$ cat config.mk
export PLATFORM = sky130hd
export DESIGN_NAME = nibble_accumulator_flat
export DESIGN_NICKNAME = d
export VERILOG_FILES = /design/src/rtl/nibble_accumulator_if.sv /design/src/rtl/nibble_accumulator.sv /design/src/flat_wrapper.sv
export SDC_FILE = /design/constraint.sdc
export NUM_CORES = 1
export LEC_CHECK = 0
export CORE_AREA = 2 2 39 41
export DETAILED_ROUTE_END_ITERATION = 7
export DIE_AREA = 0 0 41 43
export PLACE_DENSITY = 0.86
export SYNTH_ARGS = -nofsm -noshare
export SYNTH_HDL_FRONTEND = slang
export SYNTH_SLANG_ARGS = --single-unit
$ cat constraint.sdc
create_clock -name clk -period 5.1 [get_ports clk]
set_input_delay 1.02 -clock clk [delete_from_list [all_inputs] [get_ports clk]]
set_output_delay 1.02 -clock clk [all_outputs]
set_load 0.01 [all_outputs]
$ cat src/rtl/nibble_accumulator_if.sv
// Operand-in / result-out handshake bundle for nibble_accumulator.
// slave is the accumulator's view; master is the producer/consumer side.
interface nibble_accumulator_if;
    logic       in_valid;
    logic       in_ready;
    logic [3:0] in_data;
    logic       out_valid;
    logic       out_ready;
    logic [3:0] out_sum;
    logic       out_carry;
    logic       out_overflow;

    modport slave (
        input  in_valid, in_data, out_ready,
        output in_ready, out_valid, out_sum, out_carry, out_overflow
    );

    modport master (
        output in_valid, in_data, out_ready,
        input  in_ready, out_valid, out_sum, out_carry, out_overflow
    );
endinterface

$ cat src/rtl/nibble_accumulator.sv
// Sums groups of COUNT 4-bit operands through a single ripple adder, tracking
// sticky carry-out and signed overflow, and hands each group total downstream.

module FullAdder4bit (
    input  logic [3:0] a,
    input  logic [3:0] b,
    output logic [3:0] sum,
    output logic       carryout,
    output logic       overflow
);
    logic [4:0] c;

    assign c[0] = 1'b0;

    for (genvar i = 0; i < 4; i++) begin : g_bit
        assign sum[i]   = a[i] ^ b[i] ^ c[i];
        assign c[i + 1] = (a[i] & b[i]) | (c[i] & (a[i] ^ b[i]));
    end

    assign carryout = c[4];
    // Signed overflow: carry into the sign bit differs from carry out of it.
    assign overflow = c[4] ^ c[3];
endmodule

// state | meaning
// IDLE  | no operand of the current group taken yet
// ACCUM | 1..COUNT-1 operands taken, accumulating
// DONE  | group result held on the output port until out_ready
module nibble_accumulator #(
    parameter int COUNT = 4,
    parameter int CW    = 3
) (
    input  logic                clk,
    input  logic                reset,
    nibble_accumulator_if.slave bus
);
    typedef enum logic [1:0] {IDLE, ACCUM, DONE} state_e;

    localparam logic [CW-1:0] LAST_CNT = CW'(COUNT - 1);

    state_e        state_q, state_d;
    logic [3:0]    acc_q, acc_d;
    logic [CW-1:0] cnt_q, cnt_d;
    logic          carry_q, carry_d;
    logic          ovf_q, ovf_d;

    logic          in_ready_w;
    logic          out_valid_w;
    logic          accept;
    logic [3:0]    add_sum;
    logic          add_co;
    logic          add_ov;

    FullAdder4bit u_adder (
        .a        (acc_q),
        .b        (bus.in_data),
        .sum      (add_sum),
        .carryout (add_co),
        .overflow (add_ov)
    );

    always_ff @(posedge clk or posedge reset) begin
        if (reset) begin
            state_q <= IDLE;
        end else begin
            state_q <= state_d;
        end
    end

    always_comb begin
        state_d = state_q;
        unique case (state_q)
            IDLE:    if (accept) state_d = (cnt_q == LAST_CNT) ? DONE : ACCUM;
            ACCUM:   if (accept && (cnt_q == LAST_CNT)) state_d = DONE;
            DONE:    if (bus.out_ready) state_d = IDLE;
            default: state_d = IDLE;
        endcase
    end

    always_comb begin
        in_ready_w  = (state_q != DONE);
        out_valid_w = (state_q == DONE);
    end

    assign accept           = bus.in_valid & in_ready_w;
    assign bus.in_ready     = in_ready_w;
    assign bus.out_valid    = out_valid_w;
    assign bus.out_sum      = acc_q;
    assign bus.out_carry    = carry_q;
    assign bus.out_overflow = ovf_q;

    // Leaving DONE clears the group; accept can never coincide since in_ready is low.
    always_comb begin
        acc_d   = acc_q;
        cnt_d   = cnt_q;
        carry_d = carry_q;
        ovf_d   = ovf_q;
        if (out_valid_w && bus.out_ready) begin
            acc_d   = 4'd0;
            cnt_d   = '0;
            carry_d = 1'b0;
            ovf_d   = 1'b0;
        end else if (accept) begin
            acc_d   = add_sum;
            cnt_d   = cnt_q + CW'(1);
            carry_d = carry_q | add_co;
            ovf_d   = ovf_q | add_ov;
        end
    end

    always_ff @(posedge clk or posedge reset) begin
        if (reset) begin
            acc_q   <= 4'd0;
            cnt_q   <= '0;
            carry_q <= 1'b0;
            ovf_q   <= 1'b0;
        end else begin
            acc_q   <= acc_d;
            cnt_q   <= cnt_d;
            carry_q <= carry_d;
            ovf_q   <= ovf_d;
        end
    end
endmodule

$ cat src/flat_wrapper.sv
// flat-port wrapper written by rule: the top's interface ports become plain ports
module nibble_accumulator_flat 
#(
    parameter int COUNT = 4,
    parameter int CW    = 3
)
  (clk, reset, bus_in_valid, bus_in_data, bus_out_ready, bus_in_ready, bus_out_valid, bus_out_sum, bus_out_carry, bus_out_overflow);
  nibble_accumulator_if bus_i ();
  input  logic clk;
  input  logic reset;
  input wire logic [$bits(bus_i.in_valid)-1:0] bus_in_valid;
  input wire logic [$bits(bus_i.in_data)-1:0] bus_in_data;
  input wire logic [$bits(bus_i.out_ready)-1:0] bus_out_ready;
  output wire logic [$bits(bus_i.in_ready)-1:0] bus_in_ready;
  output wire logic [$bits(bus_i.out_valid)-1:0] bus_out_valid;
  output wire logic [$bits(bus_i.out_sum)-1:0] bus_out_sum;
  output wire logic [$bits(bus_i.out_carry)-1:0] bus_out_carry;
  output wire logic [$bits(bus_i.out_overflow)-1:0] bus_out_overflow;
  assign bus_i.in_valid = bus_in_valid;
  assign bus_i.in_data = bus_in_data;
  assign bus_i.out_ready = bus_out_ready;
  assign bus_in_ready = bus_i.in_ready;
  assign bus_out_valid = bus_i.out_valid;
  assign bus_out_sum = bus_i.out_sum;
  assign bus_out_carry = bus_i.out_carry;
  assign bus_out_overflow = bus_i.out_overflow;
  nibble_accumulator #(.COUNT(COUNT), .CW(CW)) u_core (.clk(clk), .reset(reset), .bus(bus_i));
endmodule
### After elaboration in Yosys (flattened, before gate mapping)

Cells that the tools add are included.

| storage, ports and cells | value |
|---|---|
| flip-flop bits (word level) | 11 |
| input bits | 8 |
| output and inout port bits | 8 |
| word-level logic and storage cells | 52 |

| cells by class | value |
|---|---|
| $add $sub $neg | 1 |
| equal/unequal tests | 7 |
| muxes and demuxes | 13 |
| bitwise operators | 21 |
| reduce and logical (&&, ||, !) cells | 5 |

Operators with widths:

| operator | count |
|---|---|
| AND 1 bit | 8 |
| 2-to-1 mux 2 bit | 4 |
| 2-to-1 mux 4 bit | 2 |
| XOR 1 bit | 8 |
| 2-to-1 mux 3 bit | 2 |
| case mux 2 bit (3 select lines) | 1 |
| bitwise OR 1 bit | 5 |
| 2-to-1 mux 1 bit | 4 |
| inequality test 2 x 1 -> 1 bit (second input constant) | 2 |
| inequality test 2 bit (second input constant) | 2 |
| adder 3 x 1 -> 3 bit (second input constant) | 1 |
| equality test 3 x 2 -> 1 bit (second input constant) | 1 |
| AND reduction 3 bit | 1 |
| equality test 2 x 1 -> 1 bit (second input constant) | 1 |
| equality test 2 bit (second input constant) | 1 |
| logical AND 1 bit | 2 |
| zero test 2 bit | 1 |
| nonzero test 2 bit | 1 |

### Longest topological paths before layout

Gate-level depths: netlist of the first run.

| depth | value |
|---|---|
| depth after elaboration | 11 |
| depth in mapped cells | 10 |
| mapped depth without buffers | 10 |

### Cells and area by module

A second synthesis of the first run with hierarchy kept.

| second synthesis, totals | value |
|---|---|
| cells, all modules | 56 |
| area total of the unflattened synthesis | 643.1 um^2 |

By module, submodules not included:

| module | instances | cells each | area each (um^2) | sequential area each (um^2) |
|---|---|---|---|---|
| nibble_accumulator | 1 | 41 | 524.3 | 275.3 |
| FullAdder4bit | 1 | 15 | 118.9 | 0.0 |

### Worst setup path before layout of the first run

OpenSTA, ideal clock, no wires.

| timing | value |
|---|---|
| path kind | input-to-reg |
| start point | input port bus_in_data[0] |
| end point | register u_core.ovf_q (netlist: u_core.bus.out_overflow) |
| setup time | 0.126 ns |
| arrival time | 2.537 ns |
| required time | 4.974 ns |
| slack | 2.437 ns |
| stages | 10 |
| path buffers | 0 |
| cells stage by stage | ha_1 -> inv_1 -> fa_1 -> inv_1 -> fa_1 -> inv_1 -> fa_1 -> xnor2_1 -> a31oi_1 -> a21oi_1 |

| on the way | value |
|---|---|
| longest elaborated chain between the ends | 11 |

RTL lines:

| item | RTL line | RTL |
|---|---|---|
| from (decl) | flat_wrapper.sv:12 | `input wire logic [$bits(bus_i.in_data)-1:0] bus_in_data;` |
| AND 1 bit * (2 in a row) | nibble_accumulator.sv:17 | `assign c[i + 1] = (a[i] & b[i]) \| (c[i] & (a[i] ^ b[i]));` |
| bitwise OR 1 bit * | nibble_accumulator.sv:17 |  |
| AND 1 bit * | nibble_accumulator.sv:17 |  |
| bitwise OR 1 bit * | nibble_accumulator.sv:17 |  |
| AND 1 bit | nibble_accumulator.sv:17 |  |
| bitwise OR 1 bit | nibble_accumulator.sv:17 |  |
| XOR 1 bit * | nibble_accumulator.sv:22 | `assign overflow = c[4] ^ c[3];` |
| bitwise OR 1 bit * | nibble_accumulator.sv:107 | `ovf_d = ovf_q \| add_ov;` |
| 2-to-1 mux 1 bit * | nibble_accumulator.sv:103 | `end else if (accept) begin` |
| 2-to-1 mux 1 bit * | nibble_accumulator.sv:98 | `if (out_valid_w && bus.out_ready) begin` |
| to (signal assigned) | nibble_accumulator.sv:121 | `ovf_q <= ovf_d;` |
| to (decl) | nibble_accumulator.sv:45 | `logic ovf_q, ovf_d;` |

Every way passes the cells marked *; elsewhere a longest branch is shown, timed or not. The select of a mux whose other input is x is not followed.
A chain may end at the register's enable or synchronous reset.

### Worst setup path in the final report of the first run

Ends and elaborated chain as after synthesis.

==> results.md, run 1 <==
- RSZ-0062 raised after global routing: no
- Fin. max-slew vios: 0
- Worst slew pin tran: 399 ps
- Core ar.: 1380 um^2
- Leakage: 0.361 nW
- Top post-synthesis cells by area: dfrtp_1, fa_1, inv_1
- Setup WS post-layout: 2160 ps
- Die ar.: 1760 um^2
- WS Path Type: in -> reg
- Clk_skew: 2.63 ps
- Fmax: 340 MHz
- Drt drc: 0
- Critical-path maximum fanout: 2
- R2r startpoint: u_core.bus.out_sum[0]$_DFFE_PP0P_
- Pwr/cell area: 447 nW/um^2
- Non-Filler Instances: 84
- Maximum clock path buffer count: 2
- Flops & latches, synth: 11
- CP endpoint kind: flip-flop
- Clk_lat worst skew: 270 ps
- Routed vias: 411
- Slew margin rel.: 73.4%
- Resize count post-CTS: 0
- Syn avg cell area: 12.0 um^2
- Worst reg2reg path depth: 10
- Largest net degree at the start of global routing: 12
- Synthesis Warnings: 0
- Clock transition at the registers of the reported paths: 60 ps
- I/O Buffers: 15
- IO Count: 16
- Root Buffer: clkbuf_4
- Syn Inst Count: 49
- Crit start category: input pin
- Pre-CTS WS: 1850 ps
- H-tree levels: 1
- Layout Nets: 83
- Overall routing resource usage: 15.6%
- Initial DRC Count: 2
- Grt total ovfl: 0
- Share of flip-flops with an asynchronous set or reset: 100%
- Status: finished, final reports clean
- Pre-Repair DR Iteration Count: 2
- Final Setup Violations: 0
- Share of layout cells above drive strength 1: 11.8%
- Initial antenna violation count: 0
- Ys flop type: dfrtp_1
- CTS tree: built
- Vias per cell: 4.89
- Number of buffers created by CTS: 3
- Number of enable flip-flop cells after synthesis: 0
- Post-placement cell count: 80
- Ant. Diodes: 0
- First-pass GRT wire length: 1770 um
- Placer congestion estimate: 0.664
- Drt total wl: 1020 um
- CP arrival: 3090 ps
- Max-Cap Viols: 0
- DRT antenna net count: 0
- Required @ worst endpoint: 5250 ps
- Mapped Area: 587 um^2
- Worst min-delay path class: reg -> reg
- Sink Count: 11
- Reg2reg setup slack: 2980 ps
- Cts hold-fix bufs: 0
- Synth top area share: 46.9%
- Period Utilization, post-route: 57.6%
- Reg2reg end: u_core.bus.out_overflow$_DFFE_PP0P_
- Post-synth cell types: 18
- Setup bufs post-CTS: 0
- Die W: 41 um
- TNS Setup: 0 ps
- Layout area overhead: 33.5%
- Initial Util: 42.4%
- Worst vdd ir: 259 uV
- Detailed Place HPWL: 839 um
- Num rows: 14
- Mapped Nets: 63
- Vias in the first global route: 435
- Seq/Total Area, Yosys: 46.9%
- Final hold slack: 461 ps
- Die Y-Extent: 43 um
- Synth area leader: dfrtp_1
- Critical path origin: bus_in_data[0]
- Crit path to: u_core.bus.out_overflow$_DFFE_PP0P_
- Commonest cells in the netlist: dfrtp_1, inv_1
- Wire per inst: 12.1 um
- Final Util: 56.6%
- Final hold violation count: 0
- Tmin final: 2940 ps
[worst min-delay path by stage]
| stage | start | to | depth (start not counted) |
|---|---|---|---|
| 2_1_floorplan | u_core.state_q[1]$_DFFE_PP0P_ | u_core.state_q[0]$_DFFE_PP0P_ | 1 |
| 3_3_place_gp | u_core.state_q[1]$_DFFE_PP0P_ | u_core.state_q[0]$_DFFE_PP0P_ | 1 |
| 3_5_place_dp | u_core.state_q[1]$_DFFE_PP0P_ | u_core.state_q[0]$_DFFE_PP0P_ | 1 |
| 4_1_cts | u_core.state_q[1]$_DFFE_PP0P_ | u_core.state_q[0]$_DFFE_PP0P_ | 1 |
| 5_1_grt | u_core.state_q[1]$_DFFE_PP0P_ | u_core.state_q[0]$_DFFE_PP0P_ | 1 |
| 6_report | u_core.state_q[1]$_DFFE_PP0P_ | u_core.state_q[0]$_DFFE_PP0P_ | 1 |
[routing by layer]
| layer | wire (um) | global-route usage (%) | vias up |
|---|---|---|---|
| met5 | 0 | 0 | - |
| met4 | 19 | 6.00 | 0 |
| met3 | 79 | 9.42 | 4 |
| met2 | 501 | 24.4 | 12 |
| met1 | 417 | 16.3 | 195 |
| li1 | - | - | 200 |
[state kept, by name, indices dropped and copies added (netlist names)]
signal                   count
u_core.bus.out_carry         1
u_core.bus.out_overflow      1
u_core.bus.out_sum           4
u_core.cnt_q                 3
u_core.state_q               2
[placed cells by master, fill, tap and decap left out, drive strengths merged]
cell type / synthesis / routed
a22o: 3 / 3
mux2i: 1 / 1
o21ai: 1 / 1
fa: 3 / 3
mux2: 1 / 1
nor2: 1 / 1
a31oi: 1 / 1
o22ai: 2 / 2
inv: 12 / 12
nand2: 2 / 2
clkbuf: 0 / 4
ha: 3 / 3
and2: 1 / 1
nor2b: 1 / 1
xnor2: 1 / 1
o2bb2ai: 3 / 3
clkdlybuf4s50: 0 / 15
dfrtp: 11 / 11
a21oi: 2 / 2
[kinds of logic after synthesis]
group                    Yosys count  synth area share [%]
flip-flops                        11                  46.9
buffers and inverters             12                  8.10
adder cells (fa/ha/maj)            6                  16.6
XOR/XNOR                           1                  1.49
multiplexers                       2                  6.40
AO/OA/AOI/OAI                     12                  14.7
AND/OR/NAND/NOR                    5                  5.76
[cell type report]
class,instances,area (um^2)
fill,130,601
inverter,12,47.5
clock buffer,4,26.3
sequential,11,275
tap,16,20.0
multi-input combinational,26,264
timing repair buffer,15,150
[worst max-delay path, stage by stage]
cell and delay (ps):
clkdlybuf4s50_1 460, ha_1 130, inv_1 40, fa_1 350
inv_1 70, fa_1 190, inv_1 60, fa_1 390
xnor2_1 140, a31oi_1 160, a21oi_1 50
[metrics by stage]
step	total power, W	instance area (um^2)
3_3_place_gp	0.000289	757
2_1_floorplan	0.000232	587
4_1_cts	0.000357	783
5_1_grt	0.000383	783
6_report	0.000350	783
3_5_place_dp	0.000297	757
[power by group]
part / internal, W / switching (W)
clock: 0.0000303 / 0.0000284
combinational: 0.0000849 / 0.0000624
sequential: 0.000119 / 0.0000255
total: 0.000234 / 0.000116
Note: power is estimated with default switching activity, not from simulation.
==> inputs of run 2 (changes only) <==
--- a/config.mk
+++ b/config.mk
@@ -5,10 +5,10 @@
 export SDC_FILE = /design/constraint.sdc
 export NUM_CORES = 1
 export LEC_CHECK = 0
-export CORE_AREA = 2 2 39 41
+export CORE_AREA = 2 2 42 44
 export DETAILED_ROUTE_END_ITERATION = 7
-export DIE_AREA = 0 0 41 43
-export PLACE_DENSITY = 0.86
+export DIE_AREA = 0 0 44 46
+export PLACE_DENSITY = 0.79
 export SYNTH_ARGS = -nofsm -noshare
 export SYNTH_HDL_FRONTEND = slang
 export SYNTH_SLANG_ARGS = --single-unit
==> constraint.sdc (replaced) <==
create_clock -name clk -period 2.4 [get_ports clk]
set_input_delay 0.48 -clock clk [delete_from_list [all_inputs] [get_ports clk]]
set_output_delay 0.48 -clock clk [all_outputs]
set_load 0.01 [all_outputs]
==> results.md, run 2 (synthesis results as in run 1) <==
- Status: finished, final reports clean (unchanged)
- Num rows: 15 (was 14)
- Worst min-delay path class: reg -> reg (unchanged)
- Hold Crit Start: u_core.state_q[1]$_DFFE_PP0P_ (unchanged)
- Largest net degree at the start of global routing: 12 (unchanged)
- Clk_skew: 5.75 ps (was 2.63 ps)
- Grt total ovfl: 0 (unchanged)
- Vias in the first global route: 459 (was 435)
- Max-Cap Viols: 0 (unchanged)
- Tmin final: 2230 ps
- Slew margin rel.: 72.6% (was 73.4%)
- Cts hold-fix bufs: 0 (unchanged)
- CP dominant cell by count: fa_2
- CP endpoint kind: flip-flop (unchanged)
- Clock transition at the registers of the reported paths: 60 ps (about the same)
- Fmax: 449 MHz
- Maximum clock path buffer count: 2 (unchanged)
- Ant. Diodes: 0 (unchanged)
- Largest register FFs: 4 (unchanged)
- Required @ worst endpoint: 2550 ps (was 5250 ps)
- Hold Path Sink: u_core.state_q[0]$_DFFE_PP0P_ (unchanged)
- WS Path Type: in -> reg (unchanged)
- R2r startpoint: u_core.bus.out_sum[0]$_DFFE_PP0P_ (unchanged)
- Drt total wl: 1070 um (was 1020 um)
- Critical-path maximum fanout: 2 (unchanged)
- RSZ-0062 raised after global routing: no (unchanged)
- Overall routing resource usage: 13.9% (was 15.6%)
- Design Power: 0.000802 W (was 0.000350 W)
- Die W: 44 um (was 41 um)
- Period Utilization, post-route: 92.7%
- Most frequent cells in the layout: clkdlybuf4s50_1, dfrtp_1, inv_1 (was clkdlybuf4s50_1, inv_1, dfrtp_1)
- Fin. max-slew vios: 0 (unchanged)
- Number of buffers created by CTS: 3 (unchanged)
- Share of layout cells above drive strength 1: 24.3% (was 11.8%)
- First-pass GRT wire length: 1960 um (was 1770 um)
- Initial Util: 36.4% (was 42.4%)
- Clk_lat worst skew: 270 ps (about the same)
- Crit start category: input pin (unchanged)
- Die Y-Extent: 46 um (was 43 um)
- Layout area overhead: 39.7% (was 33.5%)
- Sink Count: 11 (unchanged)
- Pre-CTS WS: -315 ps (was 1850 ps)
- Reg2reg setup slack: 260 ps (was 2980 ps)
- Pwr/cell area: 978 nW/um^2 (was 447 nW/um^2)
- Most common cell after layout, fill and taps aside: clkdlybuf4s50_1 (unchanged)
- Worst path slowest cell: clkdlybuf4s50_1 (unchanged)
- Reg2reg end: u_core.bus.out_overflow$_DFFE_PP0P_ (unchanged)
- Post-DP Area: 766 um^2 (was 757 um^2)
- Pre-Repair DR Iteration Count: 2 (unchanged)
- Leakage: 0.379 nW (was 0.361 nW)
- H-tree levels: 1 (unchanged)
- Drt drc: 0 (unchanged)
- Layout Nets: 85 (was 83)
- Worst reg2reg path depth: 10 (unchanged)
- Die ar.: 2020 um^2 (was 1760 um^2)
- Initial antenna violation count: 0 (unchanged)
- Routed vias: 425 (was 411)
- Detailed Place HPWL: 810 um (was 839 um)
- Setup WS post-layout: 174 ps (was 2160 ps)
- CP arrival: 2370 ps (was 3090 ps)
- I/O Buffers: 15 (unchanged)
- Crit-path cells: clkdlybuf4s50_1 > inv_1 > fa_2 > inv_2 > fa_2 > inv_2 > fa_2 > xnor2_2 > a31oi_1 > a21oi_1 (was clkdlybuf4s50_1 > ha_1 > inv_1 > fa_1 > inv_1 > fa_1 > inv_1 > fa_1 > xnor2_1 > a31oi_1 > a21oi_1)
- Post-Layout Inst Area: 820 um^2 (was 783 um^2)
- Final hold violation count: 0 (unchanged)
- CTS tree: built (unchanged)
- Wire per inst: 12.3 um (was 12.1 um)
- Worst vdd ir: 538 uV (was 259 uV)
- Core ar.: 1610 um^2 (was 1380 um^2)
- Hold depth: 1 (unchanged)
- Filler Cells Inserted: 145 (was 130)
- Worst slew pin tran: 411 ps (was 399 ps)
- DRT antenna net count: 0 (unchanged)
- Root Buffer: clkbuf_4 (unchanged)
- Worst path bufs/invs: 4 (unchanged)
- IO Count: 16 (unchanged)
- Top delay family on crit path: adder cells (unchanged)
- Slowest stage delay, CP: 450 ps (was 460 ps)
- Final Setup Violations: 0 (unchanged)
- Initial DRC Count: 1 (was 2)
- Placer congestion estimate: 0.713 (was 0.664)
- Vias per cell: 4.89 (about the same)
==> run 2: cell count changes in the layout (fill, tap and decap cells not counted), moves of 2 or more <==
cell / delta
fa_1: -3
inv_2: +2
fa_2: +3
buf_4: +2
inv_1: -2
==> run 2: cell type report <==
cell class / instances / area, um^2 / area share, %
multi-input combinational: 26 / 282 / 34.4
sequential: 11 / 275 / 33.6
timing repair buffer: 17 / 168 / 20.5
inverter: 12 / 47.5 / 5.80
clock buffer: 4 / 26.3 / 3.21
tap: 17 / 21.3 / 2.60
==> run 2: how the worst max path moves through the flow <==
stage               cells past startpoint  slack [ps]                             endpoint           start
global route                           10         100  u_core.bus.out_overflow$_DFFE_PP0P_  bus_in_data[1]
global placement                       11        -270  u_core.bus.out_overflow$_DFFE_PP0P_  bus_in_data[0]
finish                                 10         170  u_core.bus.out_overflow$_DFFE_PP0P_  bus_in_data[1]
detailed placement                     11        -310  u_core.bus.out_overflow$_DFFE_PP0P_  bus_in_data[0]
floorplan                              10         280  u_core.bus.out_overflow$_DFFE_PP0P_  bus_in_data[0]
CTS                                    11          40  u_core.bus.out_overflow$_DFFE_PP0P_  bus_in_data[0]
==> run 2: worst reg2reg max path, cell delays in order, from the launching register on <==
cell	delay, ps
dfrtp_1	370
ha_2	170
inv_1	50
fa_2	350
inv_2	70
fa_2	210
inv_2	40
fa_2	380
xnor2_2	150
a31oi_1	160
a21oi_1	60
==> run 2: timing repair <==
item | in CTS | in global routing
cloned | 0 | 0
gates resized for setup | 1 | 7
buffers inserted | 0 | 1
endpoints found under the setup margin | 1 | 1
pin swaps | 1 | 5
==> run 2: per-stage QoR <==
step / hold slack [ps] / setup TNS (ps) / std cells / util, %
floorplan: 332 / 0 / 49 / -
global placement: 441 / -412 / 82 / 47.4
detailed placement: 461 / -500 / 82 / 47.4
CTS: 470 / 0 / 86 / 49.2
global route: 498 / 0 / 87 / 50.8
finish: 459 / 0 / 87 / 50.8
==> run 2: routing by layer <==
layer	track usage (%)	up-vias	part of all wire [%]	wire length (um)
met5	0	-	0	0
met1	17.5	206	45	479
met4	3.64	0	0.37	4
met3	8.33	2	7.4	79
met2	20.0	13	48	509
li1	-	204	-	-
==> run 2: report_power, final <==
part	internal, W	leakage (nW)	switching [W]
Sequential	0.000252	0.127	0.0000508
Combinational	0.000217	0.238	0.000154
Clock	0.0000645	0.0150	0.0000637
==> inputs of run 3 (changes only) <==
--- a/config.mk
+++ b/config.mk
@@ -5,10 +5,10 @@
 export SDC_FILE = /design/constraint.sdc
 export NUM_CORES = 1
 export LEC_CHECK = 0
-export CORE_AREA = 2 2 42 44
+export CORE_AREA = 2 2 39 41
 export DETAILED_ROUTE_END_ITERATION = 7
-export DIE_AREA = 0 0 44 46
-export PLACE_DENSITY = 0.79
+export DIE_AREA = 0 0 41 43
+export PLACE_DENSITY = 0.86
 export SYNTH_ARGS = -nofsm -noshare
 export SYNTH_HDL_FRONTEND = slang
 export SYNTH_SLANG_ARGS = --single-unit
==> constraint.sdc (replaced) <==
create_clock -name clk -period 2.6 [get_ports clk]
set_input_delay 0.52 -clock clk [delete_from_list [all_inputs] [get_ports clk]]
set_output_delay 0.52 -clock clk [all_outputs]
set_load 0.01 [all_outputs]
==> results.md, run 3 (synthesis results as in run 1) <==
- Clk_lat worst skew: 280 ps (was 270 ps)
- Slew margin rel.: 72.4% (was 72.6%)
- Crit start category: input pin (unchanged)
- DRT antenna net count: 0 (unchanged)
- Ant. Diodes: 0 (unchanged)
- Placer congestion estimate: 0.660 (was 0.713)
- Grt total ovfl: 0 (unchanged)
- Num rows: 14 (was 15)
- Layout Nets: 84 (was 85)
- Leakage: 0.366 nW (was 0.379 nW)
- Vias in the first global route: 463 (was 459)
- Largest net degree at the start of global routing: 12 (unchanged)
- Setup bufs post-CTS: 0 (unchanged)
- Die W: 41 um (was 44 um)
- Pre-Repair DR Iteration Count: 2 (unchanged)
- H-tree levels: 1 (unchanged)
- Clock transition at the registers of the reported paths: 70 ps (was 60 ps)
- Required @ worst endpoint: 2760 ps (was 2550 ps)
- Worst path slowest cell: clkdlybuf4s50_1 (unchanged)
- I/O Buffers: 15 (unchanged)
- Slowest stage delay, CP: 460 ps (was 450 ps)
- CP endpoint kind: flip-flop (unchanged)
- Initial DRC Count: 1 (unchanged)
- Die ar.: 1760 um^2 (was 2020 um^2)
- Non-Filler Instances: 85 (was 87)
- Drt drc: 0 (unchanged)
- R2r startpoint: u_core.bus.out_sum[0]$_DFFE_PP0P_ (unchanged)
- Initial antenna violation count: 0 (unchanged)
- Initial Util: 42.4% (was 36.4%)
- Hold Crit Start: u_core.state_q[1]$_DFFE_PP0P_ (unchanged)
- Pwr/cell area: 898 nW/um^2 (was 978 nW/um^2)
- First-pass GRT wire length: 1960 um (unchanged)
- Crit-path cells: clkdlybuf4s50_1 > ha_1 > inv_1 > fa_1 > inv_1 > fa_1 > inv_1 > fa_1 > xnor2_1 > a31oi_1 > a21oi_1 (was clkdlybuf4s50_1 > inv_1 > fa_2 > inv_2 > fa_2 > inv_2 > fa_2 > xnor2_2 > a31oi_1 > a21oi_1)
- Vias per cell: 5.02 (was 4.89)
- Critical path origin: bus_in_data[0] (was bus_in_data[1])
- Routed vias: 427 (was 425)
- Sink Count: 11 (unchanged)
- WS Path Type: in -> reg (unchanged)
- Layout area overhead: 34.8% (was 39.7%)
- TNS Setup: 0 ps (unchanged)
- CTS tree: built (unchanged)
- Core ar.: 1380 um^2 (was 1610 um^2)
- Tmin final: 2460 ps
- Number of buffers created by CTS: 3 (unchanged)
- Max-Cap Viols: 0 (unchanged)
- Drt total wl: 1200 um (was 1070 um)
- IO Count: 16 (unchanged)
- Detailed Place HPWL: 897 um (was 810 um)
- RSZ-0062 raised after global routing: no (unchanged)
- Cts hold-fix bufs: 0 (unchanged)
- Fmax: 406 MHz
- Filler Cells Inserted: 117 (was 145)
- Maximum clock path buffer count: 2 (unchanged)
- Most frequent cells in the layout: clkdlybuf4s50_1, inv_1, dfrtp_1 (was clkdlybuf4s50_1, dfrtp_1, inv_1)
- Root Buffer: clkbuf_4 (unchanged)
- Worst vdd ir: 483 uV (was 538 uV)
- Wire per inst: 14.2 um (was 12.3 um)
- Overall routing resource usage: 18.0% (was 13.9%)
- Die Y-Extent: 43 um (was 46 um)
- Period Utilization, post-route: 94.7%
- Share of layout cells above drive strength 1: 13.0% (was 24.3%)
- Fin. max-slew vios: 0 (unchanged)
- Clk_skew: 3.82 ps (was 5.75 ps)
- Post-placement cell count: 81 (was 82)
- Critical-path maximum fanout: 2 (unchanged)
- Status: finished, final reports clean (unchanged)
- Resize count post-CTS: 0 (was 1)
- Worst slew pin tran: 413 ps (was 411 ps)
- Final Setup Violations: 0 (unchanged)
- Largest register FFs: 4 (unchanged)
- Final hold violation count: 0 (unchanged)
- Most common cell after layout, fill and taps aside: clkdlybuf4s50_1 (unchanged)
- Worst min-delay path class: reg -> reg (unchanged)
- CP arrival: 2620 ps (was 2370 ps)
run 3: cell count changes in the layout (fill, tap and decap cells not counted), moves of 2 or more:
cell / delta
fa_1: +3
inv_1: +2
fa_2: -3
inv_2: -2
run 3: critical path, delay by kind of cell:
kind | cells | cell delay [ps]
buffers and inverters | 4 | 650
AOI/OAI and AO/OA | 2 | 220
adders and majority gates | 4 | 1090
xor gates and xnor gates | 1 | 140
run 3: metrics by stage:
stage / util [%] / total power [W] / area, um^2 / worst slack [ps] / hold WS [ps]
5_1_grt: 57.1 / 0.000765 / 791 / 0.0147 / 490
6_report: 57.1 / 0.000710 / 791 / 138 / 481
4_1_cts: 57.1 / 0.000726 / 791 / 122 / 470
2_1_floorplan: - / 0.000454 / 587 / 437 / 372
3_5_place_dp: 55.2 / 0.000597 / 764 / -175 / 460
3_3_place_gp: 55.2 / 0.000574 / 764 / -102 / 442
run 3: final timing paths:
| path | endpoint | slack (ps) | depth (start not counted) |
|---|---|---|---|
| worst max register to register | u_core.bus.out_overflow$_DFFE_PP0P_ | 440 | 10 |
| worst max-delay path | u_core.bus.out_overflow$_DFFE_PP0P_ | 140 | 11 |
| max in group asynchronous | u_core.bus.out_carry$_DFFE_PP0P_ | 1780 | 2 |
| worst min-delay path | u_core.state_q[0]$_DFFE_PP0P_ | 480 | 1 |
| min in group asynchronous | u_core.bus.out_sum[1]$_DFFE_PP0P_ | 530 | 2 |
| worst min register to register | u_core.state_q[0]$_DFFE_PP0P_ | 480 | 1 |
run 3: metal layers:
metal,GRT usage (%),vias up,wire (um)
met5,0,-,0
met4,10.0,0,35
met3,9.42,4,79
met2,26.3,12,622
met1,20.3,208,465
li1,-,203,-
run 3: final cells by class:
type	instances	area, um^2	share of cell area, %
Clock buffer	4	26.3	3.32
Inverter	12	47.5	6.01
Multi-Input combinational cell	26	264	33.4
Timing Repair Buffer	16	158	19.9
Tap cell	16	20.0	2.53
Sequential cell	11	275	34.8
run 3: power by group:
group	total [W]	internal, W	switching [W]
Clock	0.000123	0.0000597	0.0000636
Combinational	0.000306	0.000175	0.000131
Sequential	0.000281	0.000232	0.0000482
